[src/rtl/mem_arbiter.sv]
// mem_arbiter: two-port arbiter/sequencer in front of the single-port MemoryModule.
// Build option: define MEM_ARB_ROUND_ROBIN_EN for round-robin tie-breaking.
module mem_arbiter #(
   parameter int ADDR_W      = 28,
   parameter int DATA_W      = 32,
   parameter int MEM_LATENCY = 2
) (
   input  logic              clk,
   input  logic              rst,
   input  logic              if_req,
   input  logic [ADDR_W-1:0] if_addr,
   output logic [DATA_W-1:0] if_rdata,
   output logic              if_ack,
   input  logic              dm_req,
   input  logic              dm_we,
   input  logic [ADDR_W-1:0] dm_addr,
   input  logic [DATA_W-1:0] dm_wdata,
   output logic [DATA_W-1:0] dm_rdata,
   output logic              dm_ack,
   output logic [ADDR_W-1:0] mem_address,
   output logic [DATA_W-1:0] mem_data,
   output logic              mem_wr,
   output logic              mem_rd,
   input  logic [DATA_W-1:0] mem_data1
);

   typedef enum logic [1:0] {
      S_IDLE,
      S_ACCESS,
      S_DONE
   } state_t;

   localparam logic [3:0] CNT_INIT = 4'(MEM_LATENCY - 1);

   state_t            state_q;
   logic [3:0]        cnt_q;
   logic              grant_dm_q;
   logic              we_q;
   logic [DATA_W-1:0] if_rdata_q;
   logic [DATA_W-1:0] dm_rdata_q;
   logic              if_ack_q;
   logic              dm_ack_q;
   logic [ADDR_W-1:0] mem_address_q;
   logic [DATA_W-1:0] mem_data_q;
   logic              mem_wr_q;
   logic              mem_rd_q;

   logic              any_req;
   logic              grant_dm_d;
   logic              we_d;

   assign any_req = if_req | dm_req;

`ifdef MEM_ARB_ROUND_ROBIN_EN
   logic last_dm_q;

   // On a tie the port that was not served last wins
   assign grant_dm_d = dm_req & (~if_req | ~last_dm_q);

   always_ff @(posedge clk) begin
      if (rst) begin
         last_dm_q <= 1'b0;
      end else if (state_q == S_IDLE && any_req) begin
         last_dm_q <= grant_dm_d;
      end
   end
`else
   assign grant_dm_d = dm_req;
`endif

   assign we_d = grant_dm_d & dm_we;

   always_ff @(posedge clk) begin
      if (rst) begin
         state_q       <= S_IDLE;
         cnt_q         <= '0;
         grant_dm_q    <= 1'b0;
         we_q          <= 1'b0;
         if_rdata_q    <= '0;
         dm_rdata_q    <= '0;
         if_ack_q      <= 1'b0;
         dm_ack_q      <= 1'b0;
         mem_address_q <= '0;
         mem_data_q    <= '0;
         mem_wr_q      <= 1'b0;
         mem_rd_q      <= 1'b0;
      end else begin
         unique case (state_q)
            S_IDLE: begin
               if (any_req) begin
                  grant_dm_q    <= grant_dm_d;
                  we_q          <= we_d;
                  cnt_q         <= CNT_INIT;
                  mem_address_q <= grant_dm_d ? dm_addr : if_addr;
                  mem_data_q    <= we_d ? dm_wdata : '0;
                  mem_wr_q      <= we_d;
                  mem_rd_q      <= ~we_d;
                  state_q       <= S_ACCESS;
               end
            end
            S_ACCESS: begin
               if (cnt_q == 4'd0) begin
                  if (!we_q) begin
                     if (grant_dm_q) begin
                        dm_rdata_q <= mem_data1;
                     end else begin
                        if_rdata_q <= mem_data1;
                     end
                  end
                  mem_address_q <= '0;
                  mem_data_q    <= '0;
                  mem_wr_q      <= 1'b0;
                  mem_rd_q      <= 1'b0;
                  dm_ack_q      <= grant_dm_q;
                  if_ack_q      <= ~grant_dm_q;
                  state_q       <= S_DONE;
               end else begin
                  cnt_q <= cnt_q - 4'd1;
               end
            end
            S_DONE: begin
               dm_ack_q <= 1'b0;
               if_ack_q <= 1'b0;
               state_q  <= S_IDLE;
            end
            default: begin
               state_q <= S_IDLE;
            end
         endcase
      end
   end

   assign if_rdata    = if_rdata_q;
   assign dm_rdata    = dm_rdata_q;
   assign if_ack      = if_ack_q;
   assign dm_ack      = dm_ack_q;
   assign mem_address = mem_address_q;
   assign mem_data    = mem_data_q;
   assign mem_wr      = mem_wr_q;
   assign mem_rd      = mem_rd_q;

   a_one_strobe: assert property (@(posedge clk) !(mem_rd_q && mem_wr_q));
   a_one_ack:    assert property (@(posedge clk) !(if_ack_q && dm_ack_q));

endmodule

[config.mk]
export PLATFORM = sky130hd
export DESIGN_NAME = mem_arbiter
export DESIGN_NICKNAME = d
export VERILOG_FILES = /design/src/rtl/mem_arbiter.sv
export SDC_FILE = /design/constraint.sdc
export NUM_CORES = 1
export LEC_CHECK = 0
export ABC_CLOCK_PERIOD_IN_PS = 5100
export BUFFER_PORTS_ARGS = -buffer_cell sky130_fd_sc_hd__buf_2
export CAP_MARGIN = 10
export CORE_MARGIN = 10
export CORE_UTILIZATION = 49
export CTS_CLUSTER_SIZE = 16
export DETAILED_ROUTE_END_ITERATION = 10
export GPL_TIMING_DRIVEN = 1
export PLACE_DENSITY = 0.84
export SKIP_CTS_REPAIR_TIMING = 1
export SYNTH_ARGS = -nofsm -noshare
export SYNTH_HDL_FRONTEND = slang
export SYNTH_SLANG_ARGS = --single-unit
[constraint.sdc]
create_clock -name clk -period 5.1 [get_ports clk]
set_clock_uncertainty 0.05 [all_clocks]
set_input_delay 0.51 -clock clk [delete_from_list [all_inputs] [get_ports clk]]
set_output_delay 0.51 -clock clk [all_outputs]
set_load 0.01 [all_outputs]
==> results of run 1 <==
cells by family after synthesis:
group | after synthesis
xor+xnor | 2
simple gates | 236
mux | 15
compound gates | 147
buf+inv | 47
flops | 136
fa+ha+maj | 2
final cells by class:
type                       count  area (µm²)
sequential                   136        2720
clock buffer                  20         435
inverter                       2        7.51
tap                          136         170
clock inverter                12         126
fill                         829        3280
multi-input combinational    402        2230
timing repair buffer         256        1300
synth_stat cells:
| cell type | n | share of area |
|---|---|---|
| sky130_fd_sc_hd__a211oi_1 | 1 | 0.0015 |
| sky130_fd_sc_hd__a21o_1 | 2 | 0.0029 |
| sky130_fd_sc_hd__a21oi_1 | 62 | 0.060 |
| sky130_fd_sc_hd__a21oi_2 | 20 | 0.034 |
| sky130_fd_sc_hd__a22o_1 | 32 | 0.054 |
| sky130_fd_sc_hd__a22oi_1 | 15 | 0.022 |
| sky130_fd_sc_hd__a31oi_1 | 2 | 0.0024 |
| sky130_fd_sc_hd__and2_0 | 1 | 0.0012 |
| sky130_fd_sc_hd__and2_1 | 1 | 0.0012 |
| sky130_fd_sc_hd__buf_2 | 8 | 0.0078 |
| sky130_fd_sc_hd__buf_4 | 1 | 0.0015 |
| sky130_fd_sc_hd__buf_6 | 2 | 0.0044 |
| sky130_fd_sc_hd__buf_8 | 2 | 0.0058 |
| sky130_fd_sc_hd__clkbuf_1 | 32 | 0.023 |
| sky130_fd_sc_hd__dfxtp_1 | 136 | 0.53 |
| sky130_fd_sc_hd__ha_1 | 2 | 0.0048 |
| sky130_fd_sc_hd__inv_1 | 2 | 0.0015 |
| sky130_fd_sc_hd__mux2_2 | 15 | 0.033 |
| sky130_fd_sc_hd__nand2_1 | 157 | 0.11 |
| sky130_fd_sc_hd__nand2_2 | 20 | 0.024 |
| sky130_fd_sc_hd__nand2b_1 | 2 | 0.0024 |
| sky130_fd_sc_hd__nand3_1 | 19 | 0.018 |
| sky130_fd_sc_hd__nor2_1 | 21 | 0.015 |
| sky130_fd_sc_hd__nor2b_1 | 1 | 0.0012 |
| sky130_fd_sc_hd__nor3_1 | 6 | 0.0058 |
| sky130_fd_sc_hd__nor3_2 | 1 | 0.0019 |
| sky130_fd_sc_hd__nor3b_1 | 1 | 0.0015 |
| sky130_fd_sc_hd__nor4_1 | 1 | 0.0012 |
| sky130_fd_sc_hd__nor4_2 | 1 | 0.0024 |
| sky130_fd_sc_hd__nor4bb_1 | 1 | 0.0019 |
| sky130_fd_sc_hd__o21ai_0 | 13 | 0.013 |
| sky130_fd_sc_hd__or2_1 | 1 | 0.0012 |
| sky130_fd_sc_hd__or3b_1 | 1 | 0.0017 |
| sky130_fd_sc_hd__or4_4 | 1 | 0.0022 |
| sky130_fd_sc_hd__xor2_1 | 2 | 0.0034 |
routing by layer:
| layer | up-vias | share of wire | GRT usage |
|---|---|---|---|
| li1 | 2442 | - | - |
| met4 | 0 | 0.016 | 0.0677 |
| met3 | 22 | 0.091 | 0.0730 |
| met5 | - | 0 | 0 |
| met1 | 2373 | 0.38 | 0.224 |
| met2 | 238 | 0.51 | 0.361 |
metrics by stage:
step / cells / setup slack [ps] / area [µm²] / total power, mW / hold WS [ps]
after floorplan: 585 / 3040 / 5160 / 1.45 / 417
after global placement: 931 / 2210 / 6420 / 1.59 / 381
after detailed placement: 931 / 2080 / 6420 / 1.61 / 394
after CTS: 963 / 2300 / 6980 / 2.76 / 125
after global routing: 964 / 1990 / 7000 / 2.86 / 125
final: 964 / 2320 / 7000 / 2.74 / 149
registers in the layout, indices dropped and copies added (netlist names):
| name | flops |
|---|---|
| we_q | 1 |
| mem_data | 32 |
| mem_rd | 1 |
| dm_rdata | 32 |
| if_rdata | 32 |
| mem_address | 28 |
| if_ack | 1 |
| state_q | 2 |
| mem_wr | 1 |
| cnt_q | 4 |
| dm_ack | 1 |
| grant_dm_q | 1 |
report_power, final:
group          switching (mW)  internal [mW]  leakage [nW]  total, mW
logic                   0.258          0.158          1.86      0.416
registers              0.0429           1.13          1.11       1.17
clock network           0.448          0.706         0.275       1.15
final timing paths:
kind	startpoint	to	depth (start not counted)
hold reg to reg	dm_rdata[29]	dm_rdata[29]	2
hold / removal	dm_wdata[30]	mem_data[30]	2
setup / recovery	state_q[1]	mem_data[17]	4
setup reg to reg	state_q[1]	mem_data[17]	4
layout by cell type, fill, tap and decap left out, drive strengths merged, types with 13 or more instances in the layout:
master	netlist	routed
a21oi	82	82
a22o	32	32
a22oi	15	15
buf	13	256
clkbuf	32	20
dfxtp	136	136
mux2	15	15
nand2	177	177
nand3	19	19
nor2	21	21
o21ai	13	13
==> impl_results.md, run 1 <==
- Starting density of the core: 0.502
- Achievable clock frequency: 0.359 GHz
- Worst endpoint data arrival time: about 3100 ps
- Max_cap viols: 0
- Top-Level Pins: 253
- Cell Chain, Critical Path: nor2_1 > and2_1 > nor3_4 > a22o_1
- Slew at the pin closest to its max-slew limit: about 1200 ps
- Power per unit of standard cell area: about 390 nW/µm²
- Required time at the worst-slack endpoint: ~5400 ps
- Number of DRC violations after detailed-routing iteration 0: between 400 and 500
- P&R area growth vs syn: 35.5%
- Core Area: 10,300 µm²
- Synth Area in Adders: 0.00485
- Startpoint type of the worst setup path: flop
- Routed WL: 16,600 µm
- Endpoint class of the critical path: flop
- Register bit total from synthesis: roughly 140
- Post-detailed-route count of antenna-violating nets: 0
- Average footprint of a synthesized cell: roughly 8.8 µm²
- Detailed-route via count: 5,075
- Worst vdd ir: between 0.00015 and 0.0002 V
- Period minus WS final: roughly 2800 ps
- Simple logic cell fraction of the synthesized area: 0.198
- Ratio of final minimum period to clock period: 0.546
- Die span in y: 123 µm
- Pin count of the biggest net entering global routing: 74
- Last weighted congestion value of the routability-driven placer: a little over 0.8
- CTS Root Cell: sky130_fd_sc_hd__clkbuf_8
- Outcome: completed
- CP Buf/Inv Count: 0
- Per-cell via count in the routed design: roughly 5.3
- Total setup violations reported at the end of the flow: 0
- H-tree depth: 4
- Syn nets: between 700 and 800
- Critical Setup Path Class: flop to flop
- Worst setup slack for register-to-register paths: 2320 ps
- Clock slew at the register clock pins of the worst setup and hold paths: about 60 ps
- Skew-Pair Late Insertion Delay: around 520 ps
- Post-detailed-route wirelength per cell: 17.2 µm
- Syn Std Cell Area: approximately 5200 µm²
- Number of hold violations in the final report: 0
- Share of the synthesized area in compound gates (AO/OA/AOI/OAI): 0.190
- Drt first pass iters: 5
- Vias in the first global route: 5,068
- Post-synthesis share of cell area spent on xor and xnor gates: 0.00339
- Synth unique cells: 35
- CTS tree: done
- Combinational family with the most area after synthesis: simple AND/OR/NAND/NOR gates
- Diodes inserted: 0
- Share of the yosys chip area belonging to registers: 0.527
- Leakage dissipation: about 3.2 nW
- DIE AREA: 15,000 µm²
- Leftover overflow at the end of global routing: 0
- Count of yosys warnings during synthesis: 0
- Layout Nets: approximately 940
- Critical path peak fanout: 33
- Num CTS Buffers: 17
- Post-detailed-route DRC marker count: 0
- First-pass GRT wire length: about 25,000 µm
- Worst slew margin relative to its limit: 0.224
- Layout Utilization: 0.681
- Number of antenna violations at the first check in global routing: 0
- Fraction of layout instances using a drive strength above 1: 0.417
- Site row count: 37
- Setup repair after global routing missed its margin: no
- Clock tree buffer depth: 2
- Tightest Hold Check Type: input port to flop
- Post-synthesis instance total: about 590
- Largest delay contributor family on the critical path: simple AND/OR/NAND/NOR gates
- Delay contributed by the slowest stage of the critical path: 840 ps
- Tot GR Track Use: 0.204
- Post-route setup TNS: 0 ps
- Total number of clock tree sinks: about 140
- Horizontal extent of the die: 123 µm
- Worst-path cell with the longest stage delay: sky130_fd_sc_hd__nor2_1
- Port bufs: around 250
- Proportion of synthesized area in mux cells: 0.0327
- Number of slew-limit violations in the final report: 0
- Placed wire-length estimate after detailed placement: between 10,000 and 15,000 µm
Note: power is estimated with default switching activity, not from simulation.
==> run 2, diff against run 1 <==
--- a/config.mk
+++ b/config.mk
@@ -5,15 +5,16 @@
 export SDC_FILE = /design/constraint.sdc
 export NUM_CORES = 1
 export LEC_CHECK = 0
-export ABC_CLOCK_PERIOD_IN_PS = 5100
+export ABC_AREA = 1
+export ABC_CLOCK_PERIOD_IN_PS = 2900
 export BUFFER_PORTS_ARGS = -buffer_cell sky130_fd_sc_hd__buf_2
 export CAP_MARGIN = 10
 export CORE_MARGIN = 10
-export CORE_UTILIZATION = 49
+export CORE_UTILIZATION = 47
 export CTS_CLUSTER_SIZE = 16
 export DETAILED_ROUTE_END_ITERATION = 10
 export GPL_TIMING_DRIVEN = 1
-export PLACE_DENSITY = 0.84
+export PLACE_DENSITY = 0.8
 export SKIP_CTS_REPAIR_TIMING = 1
 export SYNTH_ARGS = -nofsm -noshare
 export SYNTH_HDL_FRONTEND = slang
==> constraint.sdc (replaced) <==
create_clock -name clk -period 2.9 [get_ports clk]
set_clock_uncertainty 0.05 [all_clocks]
set_input_delay 0.29 -clock clk [delete_from_list [all_inputs] [get_ports clk]]
set_output_delay 0.29 -clock clk [all_outputs]
set_load 0.01 [all_outputs]
==> run 2 against run 1 <==
Against the previous run: first-iteration DRC count is 18% higher; sequential share of layout area down 3.0 points; die area is 12% higher; global-route usage is essentially flat; clock power increased by 91%; critical path depth grew 4; critical endpoint is now mem_address[17].
==> impl_results.md, run 2 <==
- Outcome: completed
- Num CTS Buffers: 17 (unchanged)
- Count of placed standard cells including taps: 1,158 (+24%)
- Largest delay contributor family on the critical path: simple AND/OR/NAND/NOR gates
- Total number of clock tree sinks: 136 (unchanged)
- Leftover overflow at the end of global routing: 0 (unchanged)
- CTS tree: done
- Combinational family with the most area after synthesis: simple AND/OR/NAND/NOR gates
- Top area cells in the synthesized netlist: sky130_fd_sc_hd__dfxtp_1 48%, sky130_fd_sc_hd__nand2_1 12%, sky130_fd_sc_hd__nor2_1 11%
- Setup repair after global routing missed its margin: no
- Number of slew-limit violations in the final report: 0 (unchanged)
- DIE AREA: 16,900 µm² (+12%)
- Fraction of layout instances using a drive strength above 1: 0.298 (-0.118)
- Total setup violations reported at the end of the flow: 0 (unchanged)
- Tot GR Track Use: 0.204 (-0.000423)
- Period minus WS final: 2270 ps (-508 ps)
- Post-synthesis instance total: 806 (+38%)
- Worst-path cell with the longest stage delay: sky130_fd_sc_hd__nor2_4
- Average footprint of a synthesized cell: 7.06 µm² (-20%)
- Dominant synthesized flop cell: sky130_fd_sc_hd__dfxtp_1
- Sequential fraction of design power: 0.384 (-0.044)
- # fillers: 1,085 (+31%)
- Tightest Hold Check Type: input port to flop
- Starting density of the core: 0.477 (-0.0249)
- Top-Level Pins: 253 (unchanged)
- Required time at the worst-slack endpoint: 3150 ps (-2290 ps)
- Number of antenna violations at the first check in global routing: 1 (+1)
- Post-synthesis share of cell area spent on xor and xnor gates: 0 (-0.00339)
- Worst vdd ir: 0.000453 V (+150%)
- Routed WL: 17,700 µm (+7.0%)
- H-tree depth: 4 (unchanged)
- Critical path peak fanout: 56 (+70%)
- Site row count: 40 (+8.1%)
- Layout Nets: 1,157 (+23%)
- Portion of total power attributed to the clock network: 0.385 (-0.035)
- Most common library cell in the layout ignoring fill and taps: sky130_fd_sc_hd__buf_2
- Post-detailed-route wirelength per cell: 14.9 µm (-13%)
- Leakage dissipation: 3.75 nW (+16%)
- Most used standard cell by instance count after synthesis: sky130_fd_sc_hd__nand2_1
- Final worst setup slack: 625 ps (-1690 ps)
- Slew at the pin closest to its max-slew limit: 1140 ps (-20.9 ps)
- Most frequent cells in the layout: 252 x sky130_fd_sc_hd__buf_2, 188 x sky130_fd_sc_hd__nand2_1, 162 x sky130_fd_sc_hd__nor2_1
- Register bit total from synthesis: 136 (unchanged)
- Pin count of the biggest net entering global routing: 95 (+28%)
- Placed wire-length estimate after detailed placement: 12,400 µm (+1.5%)
- Achievable clock frequency: 0.440 GHz (+22%)
- Delay contributed by the slowest stage of the critical path: 890 ps (+50 ps)
- Port bufs: 252 (unchanged)
- Clock slew at the register clock pins of the worst setup and hold paths: 60 ps (about the same)
- Skew-Pair Late Insertion Delay: 410 ps (-110 ps)
- Post-detailed-route count of antenna-violating nets: 0 (unchanged)
- Cell Chain, Critical Path: inv_1 > ha_1 > nand2_2 > nor2_4 > nor2_4 > nand2_1 > nand2_1 > nor2_1
- Cell internal pwr: 3.94 mW (+98%)
- Proportion of synthesized area in mux cells: 0 (-0.0327)
- Share of the yosys chip area belonging to registers: 0.479 (-0.0486)
- CP Buf/Inv Count: 1 (+1)
- Last weighted congestion value of the routability-driven placer: 0.826 (+0.27%)
- CTS Root Cell: sky130_fd_sc_hd__clkbuf_16
- Number of DRC violations after detailed-routing iteration 0: 476 (+18%)
- Vias in the first global route: 5,644 (+11%)
- Die span in y: 130 µm (+6.0%)
- Ratio of final minimum period to clock period: 0.784 (+0.239)
- Syn nets: 933 (+31%)
- Worst slew margin relative to its limit: 0.238 (+0.0147)
- Number of hold violations in the final report: 0 (unchanged)
- Endpoint class of the critical path: flop
- Drt first pass iters: 5 (unchanged)
- Critical Setup Path Class: flop to flop
- Async S/R FF share, synth: 0 (unchanged)
- Max_cap viols: 0 (unchanged)
- Most frequent cells after synthesis: 188 x sky130_fd_sc_hd__nand2_1, 164 x sky130_fd_sc_hd__nor2_1, 136 x sky130_fd_sc_hd__dfxtp_1, 70 x sky130_fd_sc_hd__a21oi_1, 41 x sky130_fd_sc_hd__nand3_1
- Worst slack at placement: 599 ps (-1480 ps)
- P&R area growth vs syn: 33.5%
- Post-route setup TNS: 0 ps (unchanged)
- Syn Std Cell Area: 5690 µm² (+10%)
- Startpoint type of the worst setup path: flop
- Share of the synthesized area in the top cell type: 0.479 (-0.0486)
- Per-cell via count in the routed design: 4.93 (-6.3%)
- Simple logic cell fraction of the synthesized area: 0.351 (+0.153)
- Power per unit of standard cell area: 752 nW/µm² (+92%)
- Synth unique cells: 21 (-40%)
- Fraction of power consumed by combinational cells: 0.230 (+0.078)
- Number of enable flip-flop cells after synthesis: 0 (unchanged)
- Worst endpoint data arrival time: 2530 ps (-600 ps)
- Switching power share of the total: 0.309 (+0.0367)
- Detailed-route via count: 5,879 (+16%)
- Dominant cell type by area after synthesis: sky130_fd_sc_hd__dfxtp_1
- First-pass GRT wire length: 27,800 µm (+12%)
- Share of the synthesized area in compound gates (AO/OA/AOI/OAI): 0.0922 (-0.0973)
- Count of yosys warnings during synthesis: 0 (unchanged)
- Post-detailed-route DRC marker count: 0 (unchanged)
- Core Area: 11,900 µm² (+16%)
- Horizontal extent of the die: 130 µm (+6.0%)
- Clock tree buffer depth: 2 (unchanged)
- NetSw: 1.77 mW (+140%)
- Finished Layout Cells: 1,192 (+24%)
- Synth Area in Adders: 0.00440 (-0.000447)
==> run 2: cell types whose count changed after synthesis, moves of 20 or more <==
cell / previous run / this run
sky130_fd_sc_hd__nor2_1: 21 / 164
sky130_fd_sc_hd__nand3b_1: 0 / 33
sky130_fd_sc_hd__a22o_1: 32 / 0
sky130_fd_sc_hd__inv_1: 2 / 33
sky130_fd_sc_hd__nand2_1: 157 / 188
sky130_fd_sc_hd__nor3_1: 6 / 33
sky130_fd_sc_hd__nand3_1: 19 / 41
sky130_fd_sc_hd__a21oi_2: 20 / 0
==> run 2: routing by layer <==
metal,vias to the layer above,wire length (µm),GRT usage
li1,3021,-,-
met1,2624,7240,0.229
met2,209,8250,0.335
met3,25,1920,0.0905
met4,0,315,0.0774
met5,-,0,0
==> run 2: layout make-up <==
| class | count | area (µm²) | area share |
|---|---|---|---|
| timing repair buffer | 264 | 1380 | 0.181 |
| sequential | 136 | 2720 | 0.359 |
| clock buffer | 21 | 460 | 0.0607 |
| inverter | 38 | 143 | 0.0188 |
| multi-input combinational | 573 | 2550 | 0.336 |
| tap | 147 | 184 | 0.0242 |
| antenna | 2 | 5.00 | 0.000659 |
| clock inverter | 11 | 145 | 0.0191 |
==> run 2: power by group through the flow <==
stage / registers (mW) / logic, mW / clock network [mW]
after CTS: 2.19 / 1.33 / 2.23
final: 2.19 / 1.32 / 2.20
after detailed placement: 2.23 / 1.32 / 0
after floorplan: 2.32 / 0.749 / 0
after global placement: 2.22 / 1.29 / 0
after global routing: 2.22 / 1.49 / 2.30
==> run 2: worst min-delay path: stages <==
cell and delay (ps):
sky130_fd_sc_hd__buf_2 80, sky130_fd_sc_hd__nor3_1 40, sky130_fd_sc_hd__nor2_1 80
==> run 2: metrics by stage <==
stage | hold slack [ps] | power, mW | utilization | instance area, µm²
floorplan | 382 | 3.07 | - | 5690
global placement | 408 | 3.51 | 0.586 | 6980
detailed placement | 416 | 3.55 | 0.586 | 6980
CTS | 51.4 | 5.75 | 0.637 | 7580
global route | 63.5 | 6.01 | 0.637 | 7590
finish | 66.3 | 5.71 | 0.637 | 7590
==> run 2: cells by family after synthesis <==
logic type	count (synthesis)
flip-flops	136
AND/OR/NAND/NOR	467
AO/OA/AOI/OAI	104
adder cells (fa/ha/maj)	2
buffers and inverters	97
==> run 2: path summary, 6_finish.rpt <==
kind	slack [ps]	depth (start not counted)	endpoint	startpoint
worst max-delay path	630	8	mem_address[17]	cnt_q[0]
worst min-delay path	70	3	if_rdata[7]	mem_data1[7]
worst max register to register	630	8	mem_address[17]	cnt_q[0]
worst min register to register	430	2	mem_data[4]	mem_data[4]
